File: src/rtl/out_ctrl_if.sv
// Output stream bundle of out_ctrl: one saturated word per beat, tagged with
// the end-of-set marker, valid/ready handshake.
interface out_ctrl_if #(
  parameter int DW = 8
);
  logic          dst_valid;
  logic [DW-1:0] dst_data;
  logic          dst_last;
  logic          dst_ready;

  modport master (
    output dst_valid,
    output dst_data,
    output dst_last,
    input  dst_ready
  );

  modport slave (
    input  dst_valid,
    input  dst_data,
    input  dst_last,
    output dst_ready
  );
endinterface

File: src/rtl/out_ctrl.sv
// Output stage behind the execution controller: saturates each accumulator
// result, tags the last row of a set, buffers it and streams it downstream.
module out_ctrl #(
  parameter int AW    = 16,
  parameter int DW    = 8,
  parameter int DEPTH = 4,
  parameter int ROWS  = 4
) (
  input  logic                 clk,
  input  logic                 rst,
  input  logic                 s_init,
  input  logic                 k_fin,
  input  logic signed [AW-1:0] acc_data,
  output logic                 out_busy,
  output logic                 out_fin,
  output logic                 ovf,
  out_ctrl_if.master           dst
);

  localparam int PW = (DEPTH > 1) ? $clog2(DEPTH) : 1;
  localparam int CW = $clog2(DEPTH + 1);
  localparam int RW = (ROWS > 1) ? $clog2(ROWS) : 1;

  localparam logic signed [AW-1:0] SAT_MAX = {{(AW-DW+1){1'b0}}, {(DW-1){1'b1}}};
  localparam logic signed [AW-1:0] SAT_MIN = {{(AW-DW+1){1'b1}}, {(DW-1){1'b0}}};

  function automatic logic [DW-1:0] sat(input logic signed [AW-1:0] a);
    logic [DW-1:0] r;
    if (a > SAT_MAX) begin
      r = SAT_MAX[DW-1:0];
    end else if (a < SAT_MIN) begin
      r = SAT_MIN[DW-1:0];
    end else begin
      r = a[DW-1:0];
    end
    return r;
  endfunction

  // Each entry holds {last, data}.
  logic [DW:0]   mem_q [DEPTH];
  logic [PW-1:0] wr_ptr_q, wr_ptr_d;
  logic [PW-1:0] rd_ptr_q, rd_ptr_d;
  logic [CW-1:0] count_q, count_d;
  logic [RW-1:0] row_q, row_d;
  logic          ovf_q, ovf_d;
  logic          out_fin_q, out_fin_d;

  logic          full_s, valid_s, push_s, pop_s, row_last_s;
  logic [DW:0]   head_s;

  // Handshake decode and next-state computation.
  always_comb begin
    full_s     = (count_q == CW'(DEPTH));
    valid_s    = (count_q != {CW{1'b0}});
    push_s     = k_fin & ~full_s;
    pop_s      = valid_s & dst.dst_ready;
    row_last_s = (row_q == RW'(ROWS-1));
    head_s     = mem_q[rd_ptr_q];

    if (s_init) begin
      row_d = {RW{1'b0}};
    end else if (push_s) begin
      row_d = row_last_s ? {RW{1'b0}} : row_q + RW'(1);
    end else begin
      row_d = row_q;
    end

    case ({push_s, pop_s})
      2'b10:   count_d = count_q + CW'(1);
      2'b01:   count_d = count_q - CW'(1);
      default: count_d = count_q;
    endcase

    wr_ptr_d  = push_s ? wr_ptr_q + PW'(1) : wr_ptr_q;
    rd_ptr_d  = pop_s  ? rd_ptr_q + PW'(1) : rd_ptr_q;
    // A full FIFO drops the word even if a pop frees a slot this cycle.
    ovf_d     = ovf_q | (k_fin & full_s);
    out_fin_d = pop_s & head_s[DW];
  end

  // Control state with asynchronous reset.
  always_ff @(posedge clk or negedge rst) begin
    if (!rst) begin
      wr_ptr_q  <= {PW{1'b0}};
      rd_ptr_q  <= {PW{1'b0}};
      count_q   <= {CW{1'b0}};
      row_q     <= {RW{1'b0}};
      ovf_q     <= 1'b0;
      out_fin_q <= 1'b0;
    end else begin
      wr_ptr_q  <= wr_ptr_d;
      rd_ptr_q  <= rd_ptr_d;
      count_q   <= count_d;
      row_q     <= row_d;
      ovf_q     <= ovf_d;
      out_fin_q <= out_fin_d;
    end
  end

  // FIFO storage; contents are only observed through a nonzero count.
  always_ff @(posedge clk) begin
    if (push_s) begin
      mem_q[wr_ptr_q] <= {row_last_s, sat(acc_data)};
    end
  end

  // Head is masked while empty so the bus reads zero after reset.
  assign dst.dst_valid = valid_s;
  assign dst.dst_data  = valid_s ? head_s[DW-1:0] : {DW{1'b0}};
  assign dst.dst_last  = valid_s & head_s[DW];
  assign out_busy      = (count_q >= CW'(DEPTH-1));
  assign out_fin       = out_fin_q;
  assign ovf           = ovf_q;

endmodule

File: src/flat_wrapper.sv
// flat-port wrapper written by rule: the top's interface ports become plain ports
module out_ctrl_flat 
#(
  parameter int AW    = 16,
  parameter int DW    = 8,
  parameter int DEPTH = 4,
  parameter int ROWS  = 4
)
  (clk, rst, s_init, k_fin, acc_data, out_busy, out_fin, ovf, dst_dst_valid, dst_dst_data, dst_dst_last, dst_dst_ready);
  out_ctrl_if #(.DW(DW)) dst_i ();
  input  logic clk;
  input  logic rst;
  input  logic s_init;
  input  logic k_fin;
  input  logic signed [AW-1:0] acc_data;
  output logic out_busy;
  output logic out_fin;
  output logic ovf;
  output wire logic [$bits(dst_i.dst_valid)-1:0] dst_dst_valid;
  output wire logic [$bits(dst_i.dst_data)-1:0] dst_dst_data;
  output wire logic [$bits(dst_i.dst_last)-1:0] dst_dst_last;
  input wire logic [$bits(dst_i.dst_ready)-1:0] dst_dst_ready;
  assign dst_dst_valid = dst_i.dst_valid;
  assign dst_dst_data = dst_i.dst_data;
  assign dst_dst_last = dst_i.dst_last;
  assign dst_i.dst_ready = dst_dst_ready;
  out_ctrl #(.AW(AW), .DW(DW), .DEPTH(DEPTH), .ROWS(ROWS)) u_core (.clk(clk), .rst(rst), .s_init(s_init), .k_fin(k_fin), .acc_data(acc_data), .out_busy(out_busy), .out_fin(out_fin), .ovf(ovf), .dst(dst_i));
endmodule
File: config.mk
export PLATFORM = sky130hd
export DESIGN_NAME = out_ctrl_flat
export DESIGN_NICKNAME = d
export VERILOG_FILES = /design/src/rtl/out_ctrl_if.sv /design/src/rtl/out_ctrl.sv /design/src/flat_wrapper.sv
export SDC_FILE = /design/constraint.sdc
export NUM_CORES = 1
export LEC_CHECK = 0
export BUFFER_PORTS_ARGS = -buffer_cell sky130_fd_sc_hd__buf_2
export CORE_AREA = 2 2 65 67
export CTS_CLUSTER_DIAMETER = 30
export DETAILED_ROUTE_END_ITERATION = 8
export DIE_AREA = 0 0 67 69
export HOLD_SLACK_MARGIN = 0.06
export PLACE_DENSITY_LB_ADDON = 0.08
export SLEW_MARGIN = 20
export SYNTH_ARGS = -nofsm -noshare
export SYNTH_HDL_FRONTEND = slang
export SYNTH_SLANG_ARGS = --single-unit
File: constraint.sdc
create_clock -name clk -period 3.2 [get_ports clk]
set_clock_uncertainty 0.2 [all_clocks]
set_input_delay 0.32 -clock clk [delete_from_list [all_inputs] [get_ports clk]]
set_output_delay 0.32 -clock clk [all_outputs]
set_load 0.01 [all_outputs]
# Word level (Yosys, flattened, before mapping)
# Memory sizes are Yosys's and may differ from the RTL's.
# Cells that the tools add are included.
dict set report op_classes {
  magnitude_cmp 3
  add_sub_neg 5
  n_mux 10
  n_bitwise 7
  n_eq_ne 4
  n_reduce_logical 3
}
# operator n
set ops {}
lappend ops {{two-way mux 8 bit} 4}
lappend ops {{greater-than comparator 16 x 8 -> 1 bit, second input constant} 1}
lappend ops {{< comparator 16 x 8 -> 1 bit, second input constant} 1}
lappend ops {{adder 2 x 1 -> 2 bit, second input constant} 3}
lappend ops {{two-way mux 2 bit} 3}
lappend ops {{case mux 3 bit (2 select lines)} 1}
lappend ops {{bitwise AND 1 bit} 5}
lappend ops {{== test 2 bit, second input constant} 2}
lappend ops {{nonzero test 2 bit} 2}
lappend ops {{adder 3 x 1 -> 3 bit, second input constant} 1}
lappend ops {{== test 3 bit, second input constant} 1}
lappend ops {{>= comparator 3 x 2 -> 1 bit, second input constant} 1}
lappend ops {{nonzero test 3 bit} 1}
lappend ops {{subtractor 3 x 1 -> 3 bit, second input constant} 1}
lappend ops {{== test 2 x 1 -> 1 bit, second input constant} 1}
lappend ops {{two-way mux 1 bit} 2}
lappend ops {{NOT 1 bit} 1}
lappend ops {{OR 1 bit} 1}
dict set report totals {
  n_memories 1
  mem_bits_rw 36
  inputBits 21
  regBits 11
  elab_cells 39
}
# name depth word_bits read_ports rd_ports_with_merged_regs write_ports line
set mem_list {}
lappend mem_list {u_core.mem_q 4 9 1 0 1 out_ctrl.sv:40} ;# logic [DW:0] mem_q [DEPTH];

# Logic depth before layout (Yosys ltp)
# Gate-level depths: netlist of run 1.
dict set report depth {
  depth_word 5
  mapped_depth 8
  depth_no_buf 8
}

# Worst setup path after synthesis of run 1
# OpenSTA, ideal clock, no wires.
dict set report synth_timing {
  kind {register to register}
  startpoint {reg u_core.count_q[0]}
  endpoint {reg u_core.count_q[2]}
  stages_incl_launch_ff 9
  setup_slack_ns 1.021
  path_buffers 0
  period_less_slack_ns 2.179
  t_required_ns 2.921
  arrival_ns 1.900
  setup_time_ns 0.079
  cell_sequence {dfrtp_1 > or3b_4 > nand2_2 > ha_1 > inv_1 > fa_1 > xor2_1 > nor2_1 > xor2_1}
}
dict set report synth_between {
  elab_chain_cells 5
  word_cells_on_any_way 11
  classes_between {add/sub (2); eq/ne (3); mux (1); bitwise (3); reduce/logical (2)}
}
# element line
set synth_rtl {}
lappend synth_rtl {{start: declaration} out_ctrl.sv:43} ;# logic [CW-1:0] count_q, count_d;
lappend synth_rtl {{start signal: assignment} out_ctrl.sv:86} ;# count_q <= {CW{1'b0}};
lappend synth_rtl {{start signal: assignment} out_ctrl.sv:93} ;# count_q <= count_d;
lappend synth_rtl {{== test 3 bit} out_ctrl.sv:53} ;# full_s = (count_q == CW'(DEPTH));
lappend synth_rtl {{NOT 1 bit} out_ctrl.sv:55} ;# push_s = k_fin & ~full_s;
lappend synth_rtl {{bitwise AND 1 bit} out_ctrl.sv:55}
lappend synth_rtl {{== test 2 x 1 -> 1 bit or == test 2 bit (tied branches)} out_ctrl.sv:68} ;# case ({push_s, pop_s})
lappend synth_rtl {{case mux 3 bit (2 select lines) or nonzero test 2 bit (tied branches)} n/a}
# Several ways; a longest one is shown, not always the timed one.
# A chain may end at the register's enable or synchronous reset.

# Worst setup path in the final report of run 1
dict set report layout_timing {
  startpoint {reg u_core.rd_ptr_q[0]}
  endpoint {out dst_dst_last}
}
dict set report layout_between {
  elab_chain_cells 2
}
# element line
set layout_rtl {}
lappend layout_rtl {{start: declaration} out_ctrl.sv:42} ;# logic [PW-1:0] rd_ptr_q, rd_ptr_d;
lappend layout_rtl {{start signal: assignment} out_ctrl.sv:85} ;# rd_ptr_q <= {PW{1'b0}};
lappend layout_rtl {{start signal: assignment} out_ctrl.sv:92} ;# rd_ptr_q <= rd_ptr_d;
lappend layout_rtl {{memory read (4 x 9 bit)} n/a}
lappend layout_rtl {{bitwise AND 1 bit} out_ctrl.sv:110} ;# assign dst.dst_last = valid_s & head_s[DW];
lappend layout_rtl {{end: declaration} flat_wrapper.sv:21} ;# output wire logic [$bits(dst_i.dst_last)-1:0] dst_dst_last;
# No other way between the ends.

==> out/qor_table.md, run 1 <==
| Step | Result | Value |
|---|---|---|
| worst setup path | Start point of the critical path | u_core.rd_ptr_q[0] |
| logic synthesis | Avg Synthesized Cell Area | 15.8 um2 |
| worst setup path | Setup slack, reg-to-reg | 800 ps |
| worst setup path | CP startpoint kind | flip-flop |
| worst setup path | Critical Path AT | 1970 ps |
| pwr | Power density normalized to cell area | 828 nW/um2 |
| floorplanning | I/O pin cnt | 34 |
| grt | Final global-route overflow total | 0 |
| worst setup path | Kind of critical path | reg2out |
| floorplanning | Die boundary width | 67 um |
| logic synthesis | Leading cell type by number of instances after synthesis | edfxtp_1 |
| cts | Number of clock buffers inserted by TritonCTS | 5 |
| logic synthesis | Post-synthesis net count | 161 |
| logic synthesis | Ys flop type | edfxtp_1 |
| pwr | Leakage power | 0.927 nW |
| drt | Average via count per standard cell | 5.59 |
| cts | Maximum buffer depth of the clock tree | 2 |
| cts | Worst skew pair latency | 300 ps |
| final layout | Layout-stage area growth over the synthesis result | 14.0% |
| worst setup path | Peak fanout along the critical path | 11 |
| worst setup path | Worst Reg2Reg Path Length in Cells | 8 |
| worst setup path | Sequence of cells on the critical path | mux4_2, and2_1, buf_2 |
| logic synthesis | Register bit total from synthesis | 47 |
| sta | Remaining max-slew budget at the tightest pin | 56.3% |
| worst setup path | Startpoint of the worst register-to-register path | u_core.count_q[0] |
| drt | Count of nets left with antenna violations after detail routing | 0 |
| place | Number of buffers inserted by port buffering | 33 |
| final layout | Core utilization of the finished layout | 61.2% |
| sta | Worst hold slack | 76.9 ps |
| drt | DR WL/cell | 16.9 um |
| logic synthesis | Top post-synthesis cells by count | edfxtp_1, dfrtp_1, and2_1, mux4_2, nand3_1 |
| cts | Clk Tree Root Cell | clkbuf_8 |
| worst setup path | Family with the most delay on the worst path | flip-flops |
| logic synthesis | Synth area leaders | edfxtp_1, dfrtp_1, mux4_2, ha_1, and2_1 |
| logic synthesis | Area leader, netlist | edfxtp_1 |
| final layout | Finished Layout Cells | 219 |
| worst setup path | Worst flop-to-flop path endpoint | u_core.count_q[2] |
| drt | Number of design rule violations left after detail routing | 0 |
| cts | Post-CTS clock slew at the launch and capture registers of the worst setup and hold paths | 80 ps |
| sta | Maximum clock frequency | 0.401 GHz |
| worst setup path | Crit path max-delay cell type | dfrtp_1 |
| pwr | Maximum vdd drop | 390 uV |
| sta | Fraction of the cycle the final worst path needs | 77.9% |
| grt | Vias in the first global route | 1,243 |
| sta | Number of slew-limit violations in the final report | 0 |
| worst setup path | Combined buffer and inverter count along the critical path | 1 |
| sta | Crit path setup slack, layout | 706 ps |
| worst setup path | CP Capture Point | dst_dst_last |
| cts | CTS tree | yes |
| worst setup path | Kind of capture point of the worst setup path | primary output |
| logic synthesis | Number of enable-type register cells in the synthesized netlist | 36 |
| floorplanning | Effective utilization at floorplan | 53.7% |
| floorplanning | Number of placement rows | 23 |
| logic synthesis | Proportion of synthesized chip area in sequential cells | 64.5% |
| place | Place WS | 783 ps |
| logic synthesis | Synthesis warning total | 0 |
| grt | Maximum number of pins on one net before global-route repair | 15 |
| drt | Iteration-0 DRC Markers | 55 |
| sta | Transition time at the pin with the least slew margin | 656 ps |
| grt | Antenna violations before repair | 0 |
| worst setup path | Largest stage delay on the critical path | 770 ps |
| grt | Overall Global Routing Usage | 18.4% |
| worst setup path | Required time at the worst-slack endpoint | 2680 ps |
| logic synthesis | Share of flip-flops with an asynchronous set or reset after synthesis | 23.4% |
| place | GP Congestion | 0.716 |
| hold path | Hold wc startpoint | dst_dst_ready |
| logic synthesis | Yosys cell types | 31 |
| logic synthesis | Fraction of post-synthesis cell area in the top cell type by area | 51.4% |
| final layout | Share of post-route cells with drive strength above 1 | 33.1% |
| logic synthesis | Cells after synthesis | 133 |
| run status | Status | finished clean |
| worst setup path | Count of cell instances traversed by the critical path | 3 |
| drt | DR vias | 1,225 |
| flow run | Maximum capacitance violations | 0 |
| sta | Finish-stage setup viols | 0 |
| floorplanning | Core outline area | 3910 um2 |
| drt | Total Wirelength | 3700 um |
| floorplanning | Die boundary height | 69 um |
| cts | Number of H-tree levels | 2 |
| sta | Count of endpoints failing hold in the final timing report | 0 |
| final layout | ANT cells | 0 |
| sta | Final-layout setup total negative slack | 0 ps |
| final layout | Post-layout nets | 196 |
| place | Placed insts | 209 |
| drt | Pre-antenna DRT Iters | 4 |
| floorplanning | Die Outline Area | 4620 um2 |
| sta | Period minus WS final | 2490 ps |
| logic synthesis | Cell area after synthesis | 2100 um2 |
| grt | Wire length of the first global-routing pass | 6060 um |
| sta | RSZ-0062 raised after global routing | false |
| cts | # clock sinks | 47 |
| hold path | Worst min path class | in2reg |
| place | Total half-perimeter wirelength after legalization and detailed placement | 2590 um |
## cell type report
| class | count | area [um2] |
|---|---|---|
| inverter | 6 | 22.5 |
| fill | 323 | 1520 |
| clock inverter | 2 | 8.76 |
| multi-input combinational | 73 | 688 |
| sequential | 47 | 1360 |
| timing repair buffer | 35 | 185 |
| clock buffer | 6 | 72.6 |
| tap | 50 | 62.6 |
## worst min path at each step
stage	endpoint	cells past startpoint	slack [ps]
floorplan	u_core.count_q[0]	0	-180
global placement	u_core.count_q[0]	1	-0.7
detailed placement	u_core.count_q[2]	1	10
CTS	u_core.out_fin	2	70
global route	u_core.out_fin	2	90
finish	u_core.out_fin	2	80
## sequential cells by signal, summed over array words and instances (netlist names)
signal / cells
u_core.count_q: 3
u_core.mem_q: 36
u_core.out_fin: 1
u_core.ovf: 1
u_core.rd_ptr_q: 2
u_core.row_q: 2
u_core.wr_ptr_q: 2
## per-layer routing
metal | up-vias | GRT usage (%) | wire length (um)
li1 | 575 | - | -
met1 | 610 | 24.6 | 1610
met2 | 36 | 27.9 | 1840
met3 | 4 | 5.87 | 209
met4 | 0 | 6.80 | 47
met5 | - | 0 | 0
## cell families after synthesis
family	synth area share [%]
DFF	64.5
and+or+nand+nor	10.7
AOI/OAI and AO/OA	4.88
buffers and inverters	2.74
muxes	10.2
adders and majority gates	4.52
xor gates and xnor gates	2.50
## repair_timing
action                                 4_1_cts  5_1_grt
endpoints found under the hold margin       13        0
hold buffers                                 2        0
resized for setup                            0        0
buffers inserted                             0        0
## per-stage QoR
| stage | cell area [um2] | power (mW) |
|---|---|---|
| after CTS | 2400 | 2.01 |
| after floorplan | 2100 | 1.45 |
| after global routing | 2400 | 2.13 |
| final | 2400 | 1.98 |
| after detailed placement | 2290 | 1.68 |
| after global placement | 2290 | 1.66 |
## cells in the final DEF (no fill, tap or decap), drive strengths merged, types with 5 or more instances in the layout
cell type  instances
edfxtp            36
buf               33
dfrtp             11
and2              10
mux4               9
nand3              9
a2bb2oi            7
ha                 6
inv                6
clkbuf             6
and3               5
## power breakdown
| part | total [mW] | switching (mW) | internal, mW |
|---|---|---|---|
| Sequential | 0.954 | 0.133 | 0.821 |
| Combinational | 0.695 | 0.330 | 0.365 |
| Clock | 0.336 | 0.186 | 0.150 |
Note: power is estimated with default switching activity, not from simulation.
==> run 2: changes to the inputs <==
--- a/config.mk
+++ b/config.mk
@@ -5,11 +5,12 @@
 export SDC_FILE = /design/constraint.sdc
 export NUM_CORES = 1
 export LEC_CHECK = 0
+export ABC_AREA = 1
 export BUFFER_PORTS_ARGS = -buffer_cell sky130_fd_sc_hd__buf_2
-export CORE_AREA = 2 2 65 67
+export CORE_AREA = 2 2 70 72
 export CTS_CLUSTER_DIAMETER = 30
 export DETAILED_ROUTE_END_ITERATION = 8
-export DIE_AREA = 0 0 67 69
+export DIE_AREA = 0 0 72 74
 export HOLD_SLACK_MARGIN = 0.06
 export PLACE_DENSITY_LB_ADDON = 0.08
 export SLEW_MARGIN = 20
==> constraint.sdc (replaced) <==
create_clock -name clk -period 2.1 [get_ports clk]
set_clock_uncertainty 0.2 [all_clocks]
set_input_delay 0.21 -clock clk [delete_from_list [all_inputs] [get_ports clk]]
set_output_delay 0.21 -clock clk [all_outputs]
set_load 0.01 [all_outputs]
==> run 2 against run 1 <==
Effect of this change: routed wire length increased by 12%; via count is 31% higher; sequential cell count is the same; first-iteration DRC count rose to 2.7 times the previous value; largest cell class unchanged.
==> out/qor_table.md, run 2 <==
| Step | Result | Value | Change |
|---|---|---|---|
| final layout | Post-layout nets | 308 | +57% |
| place | Place WS | 129 ps | -653 ps |
| cts | # clock sinks | 47 | unchanged |
| cts | Maximum buffer depth of the clock tree | 2 | unchanged |
| logic synthesis | Fraction of post-synthesis cell area in the top cell type by area | 48.0% | -3.4 points |
| logic synthesis | Avg Synthesized Cell Area | 9.92 um2 | -37% |
| grt | Wire length of the first global-routing pass | 6770 um | +12% |
| pwr | Switching pwr | 1.29 mW | +100% |
| pwr | Internal power consumption | 2.10 mW | +57% |
| final layout | Fill cell total of the finished layout | 408 | +26% |
| sta | Transition time at the pin with the least slew margin | 408 ps | -248 ps |
| floorplanning | Die boundary height | 74 um | +7.2% |
| logic synthesis | Area leader, netlist | edfxtp_1 |  |
| floorplanning | Die boundary width | 72 um | +7.5% |
| grt | Vias in the first global route | 1,454 | +17% |
| logic synthesis | Cells after synthesis | 227 | +71% |
| sta | Number of slew-limit violations in the final report | 0 | unchanged |
| drt | Average via count per standard cell | 4.77 | -15% |
| floorplanning | Effective utilization at floorplan | 49.0% | -4.7 points |
| final layout | Commonest non-fill, non-tap cell in the layout | nand2_1 |  |
| final layout | Footprint of the multi-input gates | 712 um2 | +3.5% |
| logic synthesis | Ys flop type | edfxtp_1 |  |
| floorplanning | I/O pin cnt | 34 | unchanged |
| cts | Clk Tree Root Cell | clkbuf_8 |  |
| place | Number of buffers inserted by port buffering | 33 | unchanged |
| floorplanning | Core outline area | 4600 um2 | +17% |
| worst setup path | Peak fanout along the critical path | 5 | -6 |
| drt | DR WL/cell | 12.4 um | -27% |
| sta | Period minus WS final | 1980 ps |  |
| final layout | Register with the highest flop count | u_core.mem_q |  |
| pwr | Leakage power | 1.26 nW | +36% |
| logic synthesis | Number of enable-type register cells in the synthesized netlist | 36 | unchanged |
| logic synthesis | Leading cell type by number of instances after synthesis | nand2_1 |  |
| drt | Count of nets left with antenna violations after detail routing | 0 | unchanged |
| logic synthesis | Top post-synthesis cells by count | nand2_1, edfxtp_1, inv_1 |  |
| final layout | Share of post-route cells with drive strength above 1 | 21.4% | -12 points |
| grt | Final global-route overflow total | 0 | unchanged |
| final layout | Top flop regs | u_core.mem_q: 36 flops, u_core.count_q: 3 flops |  |
| floorplanning | Number of placement rows | 25 | +8.7% |
| cts | Hold-fix buffers at CTS | 11 | +9 |
| worst setup path | Required time at the worst-slack endpoint | 2090 ps | -590 ps |
| pwr | Comb pwr share | 43.1% | +8.1 points |
| drt | Total Wirelength | 4150 um | +12% |
| final layout | Flip-flop count of the largest register, all copies and words added | 36 | unchanged |
| logic synthesis | Synthesis warning total | 0 | unchanged |
| place | Total half-perimeter wirelength after legalization and detailed placement | 2650 um | +2.4% |
| worst setup path | CP startpoint kind | flip-flop |  |
| final layout | Post-route standard cell area excluding fillers | 2690 um2 | +12% |
| drt | Iteration-0 DRC Markers | 147 | +170% |
| pwr | Power density normalized to cell area | 1260 nW/um2 | +52% |
| worst setup path | Critical Path AT | 1980 ps | about the same |
| cts | Post-CTS clock slew at the launch and capture registers of the worst setup and hold paths | 80 ps | about the same |
| sta | Crit path setup slack, layout | 117 ps | -589 ps |
| final layout | ANT cells | 0 | unchanged |
| sta | Count of endpoints failing hold in the final timing report | 0 | unchanged |
| cts | CTS tree | yes |  |
| worst setup path | Setup slack, reg-to-reg | 120 ps | -680 ps |
| sta | Maximum clock frequency | 0.504 GHz |  |
| cts | Worst skew pair latency | 300 ps | about the same |
| final layout | Layout-stage area growth over the synthesis result | 19.3% |  |
| drt | Number of design rule violations left after detail routing | 0 | unchanged |
| final layout | Highest-count cells in the layout ignoring fill and taps | nand2_1, edfxtp_1, buf_2 |  |
| sta | Fraction of the cycle the final worst path needs | 94.4% |  |
| sta | Final-layout setup total negative slack | 0 ps | unchanged |
| place | GP Congestion | 0.739 | +3.2% |
| hold path | Worst min path class | in2reg |  |
| logic synthesis | Cell area after synthesis | 2250 um2 | +7.1% |
| grt | Maximum number of pins on one net before global-route repair | 20 | +5 |
| pwr | Switching power as a share of total power | 38.2% | +5.5 points |
| grt | Overall Global Routing Usage | 17.6% | -0.81 points |
| flow run | Maximum capacitance violations | 0 | unchanged |
| grt | Antenna violations before repair | 0 | unchanged |
| logic synthesis | Yosys cell types | 26 | -16% |
| final layout | Sequential cell area | 1360 um2 | unchanged |
| run status | Status | finished clean |  |
| worst setup path | Kind of capture point of the worst setup path | flip-flop |  |
| cts | Setup Fix Bufs, Post-CTS | 0 | unchanged |
| logic synthesis | Post-synthesis net count | 255 | +58% |
| drt | DR vias | 1,599 | +31% |
| pwr | Reg power frac | 39.4% | -8.7 points |
| drt | Pre-antenna DRT Iters | 4 | unchanged |
| place | Cell Area, Placed | 2480 um2 | +8.0% |
| cts | Number of clock buffers inserted by TritonCTS | 5 | unchanged |
| sta | Finish-stage setup viols | 0 | unchanged |
| pwr | Maximum vdd drop | 653 uV | +68% |
| floorplanning | Die Outline Area | 5330 um2 | +15% |
| cts | Post-cts resize count | 0 | unchanged |
| cts | Number of H-tree levels | 2 | unchanged |
| logic synthesis | Share of flip-flops with an asynchronous set or reset after synthesis | 23.4% | unchanged |
| sta | RSZ-0062 raised after global routing | false |  |
| logic synthesis | Synth area leaders | edfxtp_1, nand2_1, dfrtp_1, inv_1, ha_1 |  |
| pwr | Portion of total power attributed to the clock network | 17.5% | +0.6 points |
| worst setup path | Kind of critical path | reg2reg |  |
| logic synthesis | Register bit total from synthesis | 47 | unchanged |
| logic synthesis | Proportion of synthesized chip area in sequential cells | 60.2% | -4.3 points |
| sta | Remaining max-slew budget at the tightest pin | 72.8% | +16 points |
run 2: changes by cell type in the layout (fill, tap and decap cells not counted), sizes merged, moves of 4 or more:
cell	delta
mux4	-9
inv	+26
nand2	+85
nand3	+4
a21oi	+8
a2bb2oi	-7
buf	+7
dlygate4sd3	+9
and3	-5
nor2	+10
and2	-10
run 2: worst max-delay path, stage by stage (launching register included):
cell      delay (ps)
dfrtp_1          380
inv_1             90
nand3_2          110
nand2_2          100
inv_1             70
ha_1             150
inv_1             70
fa_1             380
nand2_1           80
nand3b_1         100
xor2_1           150
run 2: per-stage QoR:
stage	util (%)	instances	hold slack [ps]	total power, mW
finish	58.4	335	52.8	3.39
floorplan	-	227	-286	2.40
detailed placement	53.9	316	-101	2.81
global placement	53.9	316	-108	2.79
global route	58.4	335	73.0	3.64
CTS	58.4	335	63.1	3.42
run 2: cell families (layout without fill, tap and decap cells):
| group | count (synthesis) | count (layout) | synth area share, % |
|---|---|---|---|
| XOR/XNOR | 5 | 5 | 1.94 |
| flip-flops | 47 | 47 | 60.2 |
| AND/OR/NAND/NOR | 115 | 115 | 21.4 |
| AO/OA/AOI/OAI | 15 | 15 | 4.06 |
| adder cells (fa/ha/maj) | 7 | 7 | 4.22 |
| buffers and inverters | 38 | 92 | 8.17 |
run 2: layout make-up:
class	count	share of cell area, %
inverters	33	4.61
flip-flops and latches	47	50.5
well taps	54	2.51
multi-input cells	142	26.5
repair buffers	51	12.2
clock buffers	8	3.72
run 2: power groups by stage:
stage | registers [mW] | clock network [mW] | logic [mW]
finish | 1.34 | 0.592 | 1.46
global route | 1.36 | 0.637 | 1.65
global placement | 1.35 | 0 | 1.44
detailed placement | 1.36 | 0 | 1.45
CTS | 1.34 | 0.601 | 1.48
floorplan | 1.36 | 0 | 1.04
run 2: worst paths after layout:
kind                       depth (start not counted)            endpoint              start
max                                               10   u_core.count_q[2]  u_core.count_q[2]
max in group asynchronous                          2   u_core.count_q[2]                rst
min reg2reg                                        1          u_core.ovf         u_core.ovf
min                                                3  u_core.mem_q[2][3]        acc_data[3]
max reg2reg                                       10   u_core.count_q[2]  u_core.count_q[2]
min in group asynchronous                          2  u_core.rd_ptr_q[0]                rst
run 2: routing by layer:
metal / track usage [%] / vias to the layer above / routed length (um)
met5: 0 / - / 0
met1: 21.3 / 717 / 1820
met4: 8.39 / 0 / 99
met3: 4.47 / 8 / 255
met2: 29.6 / 49 / 1980
li1: - / 825 / -
==> run 3: changes to the inputs <==
--- a/config.mk
+++ b/config.mk
@@ -5,12 +5,13 @@
 export SDC_FILE = /design/constraint.sdc
 export NUM_CORES = 1
 export LEC_CHECK = 0
-export ABC_AREA = 1
 export BUFFER_PORTS_ARGS = -buffer_cell sky130_fd_sc_hd__buf_2
-export CORE_AREA = 2 2 70 72
+export CELL_PAD_IN_SITES_DETAIL_PLACEMENT = 2
+export CELL_PAD_IN_SITES_GLOBAL_PLACEMENT = 2
+export CORE_AREA = 2 2 80 82
 export CTS_CLUSTER_DIAMETER = 30
 export DETAILED_ROUTE_END_ITERATION = 8
-export DIE_AREA = 0 0 72 74
+export DIE_AREA = 0 0 82 84
 export HOLD_SLACK_MARGIN = 0.06
 export PLACE_DENSITY_LB_ADDON = 0.08
 export SLEW_MARGIN = 20
==> run 3 against run 2 <==
Effect of this change: the flow now finishes with violations (negative setup slack); critical path depth fell by 2; critical path type unchanged; largest power group unchanged; non-clock buffer count unchanged; global-route usage decreased by 2.0 points; sequential cell count stayed put; setup slack worse by 160 ps; final cell count decreased by 22%; via count shrank 18%.
==> out/qor_table.md, run 3 (same netlist as run 1, synthesis figures left out) <==
| Step | Result | Value | Change |
|---|---|---|---|
| run status | Status | finished, violations left |  |
| run status | Violated checks | negative setup slack |  |
| sta | Count of endpoints failing hold in the final timing report | 0 | unchanged |
| sta | RSZ-0062 raised after global routing | true |  |
| final layout | Highest-count cells in the layout ignoring fill and taps | edfxtp_1, buf_2, buf_4 |  |
| worst setup path | Setup slack, reg-to-reg | -40 ps | -160 ps |
| grt | Final global-route overflow total | 0 | unchanged |
| place | GP Congestion | 0.700 | -5.2% |
| floorplanning | Core outline area | 6100 um2 | +33% |
| cts | # clock sinks | 47 | unchanged |
| cts | Clk Tree Root Cell | clkbuf_8 |  |
| hold path | Number of cells traversed by the worst hold path | 1 | -2 |
| hold path | Worst min path class | in2reg |  |
| worst setup path | Critical Path AT | 2170 ps | +190 ps |
| cts | CTS tree | yes |  |
| final layout | ANT cells | 0 | unchanged |
| pwr | Reg power frac | 37.2% | -2.2 points |
| final layout | Commonest non-fill, non-tap cell in the layout | edfxtp_1 |  |
| pwr | Comb pwr share | 45.3% | +2.2 points |
| grt | Maximum number of pins on one net before global-route repair | 15 | -25% |
| worst setup path | Peak fanout along the critical path | 3 | -2 |
| pwr | Switching pwr | 1.14 mW | -12% |
| grt | Overall Global Routing Usage | 15.5% | -2.0 points |
| pwr | Leakage power | 1.05 nW | -17% |
| worst setup path | Kind of critical path | reg2reg |  |
| final layout | Share of post-route cells with drive strength above 1 | 44.3% | +23 points |
| final layout | Flip-flop count of the largest register, all copies and words added | 36 | unchanged |
| sta | Fraction of the cycle the final worst path needs | 102% | +7.7 points |
| place | Place WS | -73.9 ps | -203 ps |
| cts | Number of H-tree levels | 2 | unchanged |
| flow run | Maximum capacitance violations | 0 | unchanged |
| drt | Iteration-0 DRC Markers | 73 | -50% |
| hold path | Endpoint of the worst hold-timing path | u_core.mem_q[3][7] |  |
| pwr | Internal power consumption | 2.53 mW | +21% |
| final layout | Fill cell total of the finished layout | 607 | +49% |
| worst setup path | Startpoint of the worst register-to-register path | u_core.count_q[1] |  |
| place | Total half-perimeter wirelength after legalization and detailed placement | 3490 um | +32% |
| sta | Worst hold slack | 66.5 ps | +13.7 ps |
| sta | Period minus WS final | 2140 ps | +161 ps |
| sta | Transition time at the pin with the least slew margin | 539 ps | +130 ps |
| hold path | Hold wc startpoint | acc_data[15] |  |
| pwr | Portion of total power attributed to the clock network | 17.4% | about the same |
| floorplanning | Effective utilization at floorplan | 34.5% | -14 points |
| drt | Count of nets left with antenna violations after detail routing | 0 | unchanged |
| grt | Antenna violations before repair | 0 | unchanged |
| cts | Post-CTS clock slew at the launch and capture registers of the worst setup and hold paths | 90 ps | about the same |
| sta | Final-layout setup total negative slack | -44.1 ps | -44.1 ps |
| floorplanning | Die boundary width | 82 um | +14% |
| grt | Vias in the first global route | 1,465 | +0.76% |
| final layout | Layout-stage area growth over the synthesis result | 27.4% |  |
| final layout | Finished Layout Cells | 262 | -22% |
| drt | Total Wirelength | 4790 um | +15% |
| pwr | Switching power as a share of total power | 31.1% | -7.0 points |
| worst setup path | Worst Reg2Reg Path Length in Cells | 8 | -2 |
| floorplanning | Number of placement rows | 29 | +16% |
| grt | Wire length of the first global-routing pass | 7780 um | +15% |
| drt | DR WL/cell | 18.3 um | +47% |
| place | Placed insts | 244 | -23% |
| pwr | Power density normalized to cell area | 1370 nW/um2 | +8.6% |
| sta | Finish-stage setup viols | 1 | +1 |
| sta | Crit path setup slack, layout | -44.1 ps | -161 ps |
| sta | Maximum clock frequency | 0.466 GHz | -7.5% |
| worst setup path | Worst flop-to-flop path endpoint | u_core.count_q[2] |  |
| final layout | Top flop regs | u_core.mem_q: 36 flops, u_core.count_q: 3 flops |  |
| worst setup path | Kind of capture point of the worst setup path | flip-flop |  |
| place | Number of buffers inserted by port buffering | 33 | unchanged |
| drt | DR vias | 1,310 | -18% |
| drt | Average via count per standard cell | 5.00 | +4.8% |
| cts | Maximum buffer depth of the clock tree | 2 | unchanged |
| drt | Pre-antenna DRT Iters | 4 | unchanged |
| final layout | Register with the highest flop count | u_core.mem_q |  |
| drt | Number of design rule violations left after detail routing | 0 | unchanged |
| floorplanning | Die Outline Area | 6890 um2 | +29% |
| sta | Remaining max-slew budget at the tightest pin | 64.0% | -8.8 points |
| worst setup path | CP startpoint kind | flip-flop |  |
| pwr | Total chip power | 3.67 mW | +8.3% |
| floorplanning | I/O pin cnt | 34 | unchanged |
| final layout | Post-layout nets | 212 | -31% |
| floorplanning | Die boundary height | 84 um | +14% |
| worst setup path | Required time at the worst-slack endpoint | 2120 ps | +30 ps |
| cts | Worst skew pair latency | 290 ps | about the same |
| sta | Number of slew-limit violations in the final report | 0 | unchanged |
| cts | Number of clock buffers inserted by TritonCTS | 5 | unchanged |
| pwr | Maximum vdd drop | 516 uV | -21% |
==> run 3: changes by cell type in the layout (fill, tap and decap cells not counted), moves of 6 or more <==
| cell | change |
|---|---|
| dlygate4sd3_1 | -7 |
| a2bb2oi_1 | +7 |
| inv_1 | -24 |
| mux4_2 | +9 |
| nand2_1 | -82 |
| nor2_1 | -10 |
| a21oi_1 | -6 |
==> run 3: final cells by class <==
type                            instances  area (um2)  area share [%]
Clock buffer                            5        68.8            2.57
Clock inverter                          3        38.8            1.45
Inverter                                6        22.5           0.841
Multi-Input combinational cell         73         729            27.2
Sequential cell                        47        1360            50.7
Tap cell                               77        96.3            3.60
Timing Repair Buffer                   51         365            13.6
==> run 3: critical path, stage by stage (launching register included) <==
cell and delay, ps:
dfrtp_1 410, or3b_4 440, nand2_4 90, ha_4 130
inv_2 40, fa_2 340, xor2_1 150, nor2_1 110
xor2_1 160
==> run 3: repair_timing <==
| item | 4_1_cts | 5_1_grt |
|---|---|---|
| gates resized for setup | 5 | 10 |
| gates cloned | 0 | 1 |
| pin swaps | 2 | 10 |
| endpoints found under the hold margin | 16 | 0 |
| setup buffers | 3 | 2 |
| setup endpoints to repair | 3 | 8 |
| hold buffers | 4 | 0 |
==> run 3: worst max path at each step <==
stage	end	slack, ps	startpoint
2_1_floorplan	u_core.count_q[1]	10	u_core.count_q[0]
5_1_grt	u_core.count_q[2]	-160	u_core.count_q[1]
4_1_cts	u_core.count_q[2]	-50	u_core.count_q[1]
3_3_place_gp	u_core.count_q[2]	70	u_core.count_q[0]
3_5_place_dp	u_core.count_q[1]	-70	u_core.count_q[0]
6_report	u_core.count_q[2]	-40	u_core.count_q[1]
==> run 3: metal layers <==
layer | track usage, % | routed length, um
met1 | 20.4 | 2070
met2 | 25.4 | 2430
met3 | 3.46 | 220
met4 | 4.55 | 62
met5 | 0 | 0
==> run 3: through the flow <==
stage          area, um2  util [%]
2_1_floorplan       2120         -
3_3_place_gp        2420      39.7
3_5_place_dp        2420      39.7
4_1_cts             2600      42.6
5_1_grt             2680      43.9
6_report            2680      43.9
==> run 3: power by group through the flow <==
stage / sequential, mW / combinational, mW / clock, mW
floorplan: 1.36 / 0.863 / 0
global placement: 1.35 / 1.35 / 0
detailed placement: 1.37 / 1.41 / 0
CTS: 1.36 / 1.49 / 0.657
global route: 1.39 / 1.83 / 0.695
finish: 1.37 / 1.66 / 0.640
